File: src/rtl/ll_fifo_scheduler.sv
`default_nettype none
// ============================================================================
// Module      : ll_fifo_scheduler
// Description : Push/pop scheduler in front of a shared linked-list FIFO that
//               holds NUM_FIFOS logical queues in DEPTH entries. Producers are
//               admitted by a round-robin push arbiter with a per-queue quota.
//               A round-robin pop arbiter drains the queues into a single
//               registered output stage.
// Ports       : clk, rst (async, active-low)
//               in_valid/in_data/in_ready         producer side (in_ready comb.)
//               out_valid/out_data/out_sel/out_ready consumer side (registered)
//               ll_push/ll_push_sel/ll_data_in    push command to shared FIFO
//               ll_pop/ll_pop_sel                 pop command to shared FIFO
//               ll_full/ll_empty/ll_data_out      status/head data from FIFO
//               occ                               per-queue occupancy counters
// Revision    : 1.0 - initial release
// ============================================================================
module ll_fifo_scheduler #(
    parameter int WIDTH     = 8,
    parameter int DEPTH     = 4,
    parameter int NUM_FIFOS = 2,
    parameter int QUOTA     = DEPTH - 1,
    parameter int SEL_WIDTH = $clog2(NUM_FIFOS),
    parameter int CNT_WIDTH = $clog2(DEPTH + 1)
) (
    input  logic                           clk,
    input  logic                           rst,
    input  logic [NUM_FIFOS-1:0]           in_valid,
    input  logic [NUM_FIFOS*WIDTH-1:0]     in_data,
    output logic [NUM_FIFOS-1:0]           in_ready,
    output logic                           out_valid,
    output logic [WIDTH-1:0]               out_data,
    output logic [SEL_WIDTH-1:0]           out_sel,
    input  logic                           out_ready,
    output logic                           ll_push,
    output logic                           ll_pop,
    output logic [SEL_WIDTH-1:0]           ll_push_sel,
    output logic [SEL_WIDTH-1:0]           ll_pop_sel,
    output logic [WIDTH-1:0]               ll_data_in,
    input  logic                           ll_full,
    input  logic [NUM_FIFOS-1:0]           ll_empty,
    input  logic [WIDTH-1:0]               ll_data_out,
    output logic [NUM_FIFOS*CNT_WIDTH-1:0] occ
);

    localparam logic [SEL_WIDTH:0]   c_num_fifos = (SEL_WIDTH + 1)'(NUM_FIFOS);
    localparam logic [SEL_WIDTH-1:0] c_last_sel  = SEL_WIDTH'(NUM_FIFOS - 1);
    localparam logic [CNT_WIDTH-1:0] c_quota     = CNT_WIDTH'(QUOTA);

    logic [SEL_WIDTH-1:0] r_push_ptr;
    logic [SEL_WIDTH-1:0] r_pop_ptr;
    logic [CNT_WIDTH-1:0] r_occ [NUM_FIFOS];
    logic                 r_out_valid;
    logic [WIDTH-1:0]     r_out_data;
    logic [SEL_WIDTH-1:0] r_out_sel;

    logic [NUM_FIFOS-1:0] w_push_req;
    logic [NUM_FIFOS-1:0] w_pop_req;
    logic [WIDTH-1:0]     w_in_word [NUM_FIFOS];
    logic [SEL_WIDTH:0]   w_push_pick;
    logic [SEL_WIDTH:0]   w_pop_pick;
    logic                 w_pop_slot;

    // Round-robin pick: returns {valid, index} of the first requester at or
    // after ptr. The search runs backwards so the closest requester is the
    // last one written and therefore wins.
    function automatic logic [SEL_WIDTH:0] rr_pick(
        input logic [NUM_FIFOS-1:0] req,
        input logic [SEL_WIDTH-1:0] ptr
    );
        logic [SEL_WIDTH:0] idx;
        logic [SEL_WIDTH:0] res;
        res = '0;
        for (int k = NUM_FIFOS - 1; k >= 0; k--) begin
            idx = {1'b0, ptr} + (SEL_WIDTH + 1)'(k);
            if (idx >= c_num_fifos) begin
                idx = idx - c_num_fifos;
            end
            if (req[idx[SEL_WIDTH-1:0]]) begin
                res = {1'b1, idx[SEL_WIDTH-1:0]};
            end
        end
        return res;
    endfunction

    function automatic logic [SEL_WIDTH-1:0] ptr_after(input logic [SEL_WIDTH-1:0] sel);
        return (sel == c_last_sel) ? '0 : sel + 1'b1;
    endfunction

    // A pop may be issued whenever the output register is free or is being
    // drained this cycle; this is what gives back-to-back output throughput.
    assign w_pop_slot = ~r_out_valid | out_ready;

    // Requests are qualified with rst so that no push or pop command reaches
    // the shared FIFO while it is held in reset.
    generate
        for (genvar i = 0; i < NUM_FIFOS; i++) begin : g_queue
            assign w_in_word[i]  = in_data[i*WIDTH +: WIDTH];
            assign w_push_req[i] = rst & in_valid[i] & (r_occ[i] < c_quota) & ~ll_full;
            assign w_pop_req[i]  = rst & w_pop_slot & ~ll_empty[i];
            assign occ[i*CNT_WIDTH +: CNT_WIDTH] = r_occ[i];
        end
    endgenerate

    assign w_push_pick = rr_pick(w_push_req, r_push_ptr);
    assign w_pop_pick  = rr_pick(w_pop_req, r_pop_ptr);

    assign ll_push     = w_push_pick[SEL_WIDTH];
    assign ll_push_sel = w_push_pick[SEL_WIDTH-1:0];
    assign ll_data_in  = ll_push ? w_in_word[ll_push_sel] : '0;
    assign ll_pop      = w_pop_pick[SEL_WIDTH];
    assign ll_pop_sel  = w_pop_pick[SEL_WIDTH-1:0];

    always_comb begin
        in_ready = '0;
        if (ll_push) begin
            in_ready[ll_push_sel] = 1'b1;
        end
    end

    always_ff @(posedge clk or negedge rst) begin
        if (!rst) begin
            r_push_ptr  <= '0;
            r_pop_ptr   <= '0;
            r_out_valid <= 1'b0;
            r_out_data  <= '0;
            r_out_sel   <= '0;
            for (int i = 0; i < NUM_FIFOS; i++) begin
                r_occ[i] <= '0;
            end
        end else begin
            if (ll_push) begin
                r_push_ptr <= ptr_after(ll_push_sel);
            end
            if (ll_pop) begin
                r_pop_ptr   <= ptr_after(ll_pop_sel);
                r_out_valid <= 1'b1;
                r_out_data  <= ll_data_out;
                r_out_sel   <= ll_pop_sel;
            end else if (out_ready) begin
                r_out_valid <= 1'b0;
            end
            // Push and pop of the same queue cancel, leaving occ unchanged.
            for (int i = 0; i < NUM_FIFOS; i++) begin
                r_occ[i] <= r_occ[i]
                          + CNT_WIDTH'(ll_push && (ll_push_sel == SEL_WIDTH'(i)))
                          - CNT_WIDTH'(ll_pop  && (ll_pop_sel  == SEL_WIDTH'(i)));
            end
        end
    end

    assign out_valid = r_out_valid;
    assign out_data  = r_out_data;
    assign out_sel   = r_out_sel;

endmodule
`default_nettype wire

File: config.mk
export PLATFORM = sky130hd
export DESIGN_NAME = ll_fifo_scheduler
export DESIGN_NICKNAME = d
export VERILOG_FILES = /design/src/rtl/ll_fifo_scheduler.sv
export SDC_FILE = /design/constraint.sdc
export NUM_CORES = 1
export LEC_CHECK = 0
export ABC_AREA = 1
export BUFFER_PORTS_ARGS = -buffer_cell sky130_fd_sc_hd__buf_4
export CAP_MARGIN = 20
export CORE_MARGIN = 2
export CORE_UTILIZATION = 38
export CTS_CLUSTER_SIZE = 10
export DETAILED_ROUTE_END_ITERATION = 10
export PLACE_DENSITY = 0.75
export SLEW_MARGIN = 20
export SYNTH_ARGS = -nofsm -noshare
export SYNTH_HDL_FRONTEND = slang
export SYNTH_SLANG_ARGS = --single-unit
File: constraint.sdc
create_clock -name clk -period 2.2 [get_ports clk]
set_input_delay 0.44 -clock clk [delete_from_list [all_inputs] [get_ports clk]]
set_output_delay 0.44 -clock clk [all_outputs]
set_load 0.005 [all_outputs]
# == Word level (Yosys, flattened, before mapping) ==
# Index checks and enable logic that the tools add are counted.
# totals
reg_bits,18
output_inout_bits,30
wordCells,82
in_bits,32
# classes
n_bitwise,17
magnitude_cmp,13
n_addsub,12
muxes,27
reduce_logical,6
# op_table
op,count
8-bit two-way mux,4
1-bit two-way mux,17
1-bit by 2-bit < comparator with 1-bit output (second input constant),5
2-bit two-way mux,5
1-bit bitwise AND,9
3-bit by 1-bit adder with 3-bit output,2
2-bit >= comparator (second input constant),3
3-bit by 2-bit < comparator with 1-bit output (second input constant),2
1-bit inverter,6
3-bit by 1-bit subtractor with 3-bit output,2
1-bit logical AND,5
1-bit by 1-bit adder with 2-bit output (second input constant),2
1-bit by 2-bit >= comparator with 1-bit output (second input constant),2
1-bit subtractor (second input constant),4
1-bit adder (second input constant),2
1-bit inverter with 2-bit output,1
2-bit nonzero test,1
1-bit demux with 1-bit select,1
1-bit >= comparator (second input constant),1
1-bit bitwise OR,1

# == Logic depth before layout (Yosys ltp) ==
# Gate-level depths: netlist of run 1.
# logic_depth
word_depth,12
mapped_depth,13
depth_no_buf,13

# == Least setup slack after synthesis of run 1 ==
# OpenSTA, ideal clock, no wires.
# synth_timing
path_type,register to register
startpoint,"register r_occ, in the netlist occ[4]"
endpoint,"register r_occ, in the netlist occ[5]"
setup_slack_ps,89
path_buffers,1
path_stages_with_launch,13
t_arrival_ps,1988
cell_sequence,dfrtp_1 > ha_1 > nand2_1 > nand3_1 > inv_1 > nand2_2 > buf_6 > ha_1 > inv_1 > ha_1 > inv_1 > fa_1 > xnor2_1
# synth_between
elab_chain_len,10
word_cells_on_any_way,12
cone_classes,2 x add/sub; 1 x order compare; 6 x mux; 2 x bitwise; 1 x reduce/logical
# synth_rtl
element,line,rtl
"start, declared",52,logic [CNT_WIDTH-1:0] r_occ [NUM_FIFOS];
"start signal, assigned by index",145,r_occ[i] <= r_occ[i]
3-bit by 2-bit < comparator with 1-bit output,99,assign w_push_req[i] = rst & in_valid[i] & (r_occ[i] < c_quota) & ~ll_full;
1-bit bitwise AND (2 in series),99,
1-bit two-way mux (not written as such) (2 in series),79,if (req[idx[SEL_WIDTH-1:0]]) begin
2-bit two-way mux (2 in series),79,
1-bit logical AND,146,+ CNT_WIDTH'(ll_push && (ll_push_sel == SEL_WIDTH'(i)))
3-bit by 1-bit adder with 3-bit output (*),146,
3-bit by 1-bit subtractor with 3-bit output (*),147,- CNT_WIDTH'(ll_pop && (ll_pop_sel == SEL_WIDTH'(i)));
# Every way passes the cells marked *; elsewhere a longest branch is shown, timed or not. The select of a mux whose other input is x is not followed.
# A chain may end at the register's enable or synchronous reset.

# == Worst setup path after layout of run 1 ==
# layout_timing
startpoint,"register r_occ, in the netlist occ[2]"
endpoint,"register r_occ, in the netlist occ[1]"
# layout_between
elab_chain_len,11
word_cells_on_any_way,13
cone_classes,2 x add/sub; 1 x order compare; 6 x mux; 3 x bitwise; 1 x reduce/logical
# layout_rtl
element,line
3-bit by 2-bit < comparator with 1-bit output (*),99
1-bit bitwise AND (*) (2 in series),99
1-bit two-way mux (not written as such) (2 in series),79
2-bit two-way mux,79
2-bit two-way mux (*),79
1-bit inverter,146
1-bit logical AND (*),146
3-bit by 1-bit adder with 3-bit output (*),146
3-bit by 1-bit subtractor with 3-bit output (*),147
# Marked as above.

==> impl_metrics.yaml, run 1 <==
logic_synthesis:
  seq_area_frac_synth_pct: 44.6
  syn-num-nets: 167
  avgSynthCellArea_sq_um: 7.96
  yosys.area.top_type_share_pct: 44.6
  ys_ff_latch: 18
  synth.cell_area_sq_mm: 0.00101
  ys_top_cells_by_area: "dfrtp_1 45%, nand2_1 20%, inv_1 8.2%"
  synth_top_area_cell: "dfrtp_1"
  synth_warnings: 0
  syn-instance-count: 127
  synth.distinct_cells: 17
global_routing:
  grt_max_degree: 13
  grt-ovfl-total: 0
  grt_pass1_wl_um: 4400
  track_usage_pct: 17.5
  antenna_found_initial: 0
  grt_pass1_vias: 1037
route:
  drt_first_iter_violations: 37
  vias: 1070
  antenna_left: 0
  drt_wl_total_um: 2710
  vias_per_cell: 4.59
  drc: 0
  firstDrtPassIters: 4
  avgRoutedWirePerCell_um: 11.6
worst_setup_path:
  worstSetupPathType: "flip-flop to flip-flop"
  cp.required_ns: 2.39
  critical_path_buf_inv_count: 4
  path_max_fanout: 4
  crit_path_max_incr_delay_ns: 0.52
  crit_start: "occ[2]$_DFF_PN0_"
  crit_family: "adder cells"
  cp_cell_sequence: "inv_1 > ha_1 > nand2_1 > nand3_2 > nand2_4 > nand2_4 > ha_4 > inv_2 > ha_1 > inv_1 > fa_2 > inv_1"
  cp.arrival_ns: 2.30
  cpMaxStageDelayCell: "fa_2"
  cp-start-kind: "flip-flop"
  timing.critical_path.mode_cell: "inv_1"
  worstSetupEndpointType: "flip-flop"
  crit-reg2reg-launch: "occ[2]$_DFF_PN0_"
clocking:
  clockBufferDepth: 2
  clkSinkCount: 18
  clkLatencyLatePin_ns: 0.28
  cts_buffers: 3
  cts_tree: "built"
  htree_levels: 1
  clkTransAtPathRegs_ns: 0.10
  root_buffer: "clkbuf_4"
floorplan:
  die_y_um: 55.6
  initial_core_util_pct: 40.4
  dieArea_sq_mm: 0.00309
  die_x_um: 55.6
  num_io_pins: 62
  rows: 18
  core-area_sq_mm: 0.00250
timing:
  fin_crit_sh_pct: 95.9
  period_needed_ns: 2.11
  timing.final.ws_setup_ns: 0.0908
  finalSetupViolCount: 0
  slew_violations: 0
  worst_pin_slew_ns: 0.185
  fmax_ghz: 0.474
  slew_headroom_pct: 87.6
  skew_ns: 0.00584
  finalHoldViolCount: 0
power:
  p_comb_share_pct: 50.3
  p_leak_nw: 1.02
  cellInternalPower_uw: 949
  p_clk_share_pct: 14.0
  switching_share_pct: 33.0
  power_frac_seq_pct: 35.7
  peakVddDrop_v: 0.000560
  powerDensity_mw_per_mm2: 829
  p_sw_uw: 468
finish:
  diodes: 0
  fillerInstances: 214
  syn_to_final_growth_pct: 69.1
  finalInstanceArea_sq_mm: 0.00171
  final_layout_size_suffix_gt1_share_pct: 48.8
  layout.nets: 244
place:
  port_buffers: 61
  post-dp-hpwl_um: 2130
  placed_cell_area_sq_mm: 0.00152
  dp_slack_ns: -0.0748
  routabilityCongestion: 0.818
run:
  drv_cap: 0
worst_hold_path:
  min_path_type: "primary input to async pin"
run_status:
  status: "finished, final reports clean"
area by class of cell:
class,count,area (sq um),share of cell area [%]
well taps,30,37.5,2.20
inverters,24,95.1,5.56
repair buffers,75,594,34.8
multi-input cells,82,495,29.0
flip-flops and latches,18,450,26.4
clock buffers,4,36.3,2.12
through the flow:
stage | hold slack (ns) | power (mW) | util [%] | cells | setup TNS, ns
detailed placement | 0.241 | 1.11 | 61.0 | 221 | -0.138
global placement | 0.237 | 1.07 | 61.0 | 221 | 0
finish | 0.0651 | 1.42 | 68.4 | 233 | 0
global route | 0.0577 | 1.54 | 68.4 | 233 | -0.115
floorplan | 0.144 | 0.799 | - | 127 | 0
CTS | 0.0568 | 1.32 | 63.2 | 227 | 0
synthesized netlist by cell type, drive strengths merged:
cell     n
nand2   54
inv     24
dfrtp   18
nand3   12
ha       6
buf      3
o21ai    3
fa       2
nor2     2
xnor2    2
a21boi   1
sequential cells by signal (all words and copies together) (netlist names):
name and cells:
r_pop_ptr 1, out_data 8, r_push_ptr 1, out_valid 1
out_sel 1, occ 6
final timing paths:
path                                      endpoint  slack (ns)  depth (start not counted)
setup reg to reg                  occ[1]$_DFF_PN0_        0.09                         12
hold / removal               r_pop_ptr$_DFFE_PN0P_        0.07                          2
setup / recovery                  occ[1]$_DFF_PN0_        0.09                         12
max in group asynchronous      out_sel$_DFFE_PN0P_        1.62                          2
hold reg to reg            out_data[1]$_DFFE_PN0P_        0.50                          2
min in group clk           out_data[1]$_DFFE_PN0P_        0.34                          3
kinds of logic (layout without fill, tap and decap cells):
group | count (synthesis) | count (layout) | share of synthesized area (%)
buf+inv | 27 | 103 | 11.6
simple gates | 68 | 68 | 27.7
flops | 18 | 18 | 44.6
xor+xnor | 2 | 2 | 1.73
compound gates | 4 | 4 | 2.97
fa+ha+maj | 8 | 8 | 11.4
worst reg2reg max path, cell delays in order (launching register included):
cell and delay, ns:
dfrtp_1 0.38, inv_1 0.05, ha_1 0.17, nand2_1 0.10, nand3_2 0.10, nand2_4 0.13, nand2_4 0.08, ha_4 0.24
inv_2 0.04, ha_1 0.12, inv_1 0.05, fa_2 0.52, inv_1 0.04
power groups by stage:
stage	clock network, mW	logic (mW)	registers, mW
floorplan	0	0.279	0.520
detailed placement	0	0.580	0.527
global route	0.216	0.804	0.517
global placement	0	0.554	0.520
finish	0.198	0.713	0.506
CTS	0.203	0.604	0.517
metal layers:
layer  GRT usage (%)  share of wire [%]
met3            3.02                9.8
met5               0                  0
met1            19.1                 36
met2            34.5                 53
met4            4.18               0.48
placed cells by master (no fill, tap or decap):
master         instances
buf_4                 71
nand2_1               49
inv_1                 18
dfrtp_1               18
nand3_1                8
inv_2                  5
nand3_2                4
ha_1                   4
nand2_2                3
clkbuf_4               3
nand2_4                2
xnor2_1                2
o21ai_0                2
a21boi_2               1
nor2_2                 1
nor2_1                 1
inv_6                  1
o21ai_2                1
fa_2                   1
fa_1                   1
ha_4                   1
ha_2                   1
clkbuf_8               1
clkbuf_16              1
dlygate4sd3_1          1
buf_8                  1
buf_6                  1
repair_timing:
action / CTS / global route
resized for setup: 1 / 20
gates cloned: 0 / 1
buffers inserted: 1 / 5
hold buffers: 1 / 0
endpoints found under the hold margin: 1 / 0
pin swaps: 0 / 5
endpoints found under the setup margin: 8 / 10
No activity file was read; power rests on OpenSTA's default activity.
==> run 2, diff against run 1 <==
Settings changed: BUFFER_PORTS_ARGS -buffer_cell sky130_fd_sc_hd__buf_4 to -buffer_cell sky130_fd_sc_hd__buf_2.
==> run 2 against run 1 <==
  * Die area is the same
  * Critical endpoint is now ll_data_in[1]
  * Sequential share of layout area rose by 3.7 points
  * Clock-buffer cell count unchanged
==> impl_metrics.yaml, run 2 (synthesis results as in run 1) <==
run_status:
  status: "finished, final reports clean"
place:
  numPlacedInstances: 225
  post-dp-hpwl_um: 1920
  port_buffers: 61
  routabilityCongestion: 0.748
route:
  met2_length_um: 1090
  firstDrtPassIters: 4
  maxUsedRoutingLayer: "met4"
  antenna_left: 0
  drt-met1-wl_um: 877
  drt_first_iter_violations: 31
  vias_per_cell: 4.38
  met3WireLength_um: 280
  drc: 0
  vias: 1021
  avgRoutedWirePerCell_um: 9.77
  drt_wl_total_um: 2280
floorplan:
  die_y_um: 55.6
  initial_core_util_pct: 40.4
  num_io_pins: 62
  dieArea_sq_mm: 0.00309
  die_x_um: 55.6
  core-area_sq_mm: 0.00250
  rows: 18
timing:
  slew_headroom_pct: 89.6
  worst_pin_slew_ns: 0.154
  rsz0062_at_grt: "true"
  skew_ns: 0.00210
  tns_ns: 0
  finalSetupViolCount: 0
  fmax_ghz: 0.472
  period_needed_ns: 2.12
  fin_crit_sh_pct: 96.4
  finalHoldViolCount: 0
  slew_violations: 0
clocking:
  htree_levels: 1
  clkLatencyLatePin_ns: 0.29
  clockBufferDepth: 2
  cts_tree: "built"
  holdBufCountCts: 0
  root_buffer: "clkbuf_4"
  cts_buffers: 3
  clkTransAtPathRegs_ns: 0.09
  clkSinkCount: 18
finish:
  diodes: 0
  mostFrequentLayoutCell: "buf_2"
  layout.nets: 244
  final_cell_mix: "61 x buf_2, 52 x nand2_1, 22 x inv_1, 18 x dfrtp_1, 13 x buf_4"
  layout.cells.non_filler: 233
  largest_reg_flops: 8
  final_layout_size_suffix_gt1_share_pct: 44.3
  syn_to_final_growth_pct: 48.1
global_routing:
  antenna_found_initial: 0
  grt-ovfl-total: 0
  track_usage_pct: 15.2
  grt_pass1_vias: 965
  grt_max_degree: 14
  grt_pass1_wl_um: 3890
worst_setup_path:
  r2r_setup_slack_ns: 0.10
  worstSetupEndpointType: "output port"
  worstSetupPathType: "flip-flop to output port"
  cp.required_ns: 1.76
  crit-reg2reg-launch: "occ[2]$_DFF_PN0_"
  path_max_fanout: 10
  cp-start-kind: "flip-flop"
  rr_endpoint: "occ[1]$_DFF_PN0_"
  worst-r2r-cell-count: 12
  cp.arrival_ns: 1.68
run:
  drv_cap: 0
power:
  peakVddDrop_v: 0.000580
  powerDensity_mw_per_mm2: 842
  p_leak_nw: 0.974
worst_hold_path:
  min_path_type: "primary input to async pin"
run 2: changes by cell type in the layout (fill, tap and decap cells not counted), sizes merged:
cell | previous run | this run
buf | 73 | 75
dlygate4sd3 | 1 | 0
clkbuf | 5 | 4
run 2: worst max-delay path: stages (launching register included):
cell and delay [ns]:
dfrtp_1 0.41, ha_1 0.20, nand2_1 0.06, nand3_1 0.09, inv_1 0.08, nand2_2 0.06
buf_4 0.18, inv_6 0.09, nand2_1 0.05, nand2_1 0.06, buf_2 0.11
run 2: timing repair:
action / CTS / global route
resized for setup: 1 / 5
endpoints found under the setup margin: 8 / 12
pin swaps: 0 / 5
gates cloned: 0 / 0
setup buffers: 0 / 4
run 2: stage by stage:
step | utilization (%) | hold slack, ns | setup slack [ns] | area [sq um] | power [mW]
after global routing | 59.9 | 0.0741 | -0.0464 | 1500 | 1.39
after CTS | 58.1 | 0.0722 | 0.0128 | 1450 | 1.23
after global placement | 56.6 | 0.388 | -0.0422 | 1410 | 1.01
after detailed placement | 56.6 | 0.391 | -0.0632 | 1410 | 1.03
after floorplan | - | 0.144 | 0.0895 | 1010 | 0.799
final | 59.9 | 0.0708 | 0.0796 | 1500 | 1.26
run 2: how the worst max path moves through the flow:
stage,startpoint,end,slack [ns],cells past startpoint
floorplan,occ[4]$_DFF_PN0_,occ[5]$_DFF_PN0_,0.09,12
global placement,rst,occ[2]$_DFF_PN0_,-0.04,13
detailed placement,rst,occ[2]$_DFF_PN0_,-0.06,13
CTS,occ[4]$_DFF_PN0_,ll_data_in[1],0.01,10
global route,occ[4]$_DFF_PN0_,ll_data_in[1],-0.05,10
finish,occ[4]$_DFF_PN0_,ll_data_in[1],0.08,10
run 2: where the power goes:
| part | total (mW) | internal, mW | switching, mW |
|---|---|---|---|
| logic | 0.552 | 0.291 | 0.261 |
| clock network | 0.200 | 0.101 | 0.0993 |
| registers | 0.508 | 0.438 | 0.0705 |
run 2: layer usage:
metal,GRT usage [%],vias to the layer above
met5,0,-
met4,4.18,0
met3,4.88,2
met2,26.9,53
met1,17.4,437
li1,-,529
run 2: cell type report:
| class | instances | area [sq um] |
|---|---|---|
| repair buffers | 75 | 423 |
| inverters | 24 | 95.1 |
| clock buffers | 4 | 36.3 |
| flip-flops and latches | 18 | 450 |
| fillers | 243 | 1000 |
| well taps | 30 | 37.5 |
| multi-input cells | 82 | 455 |
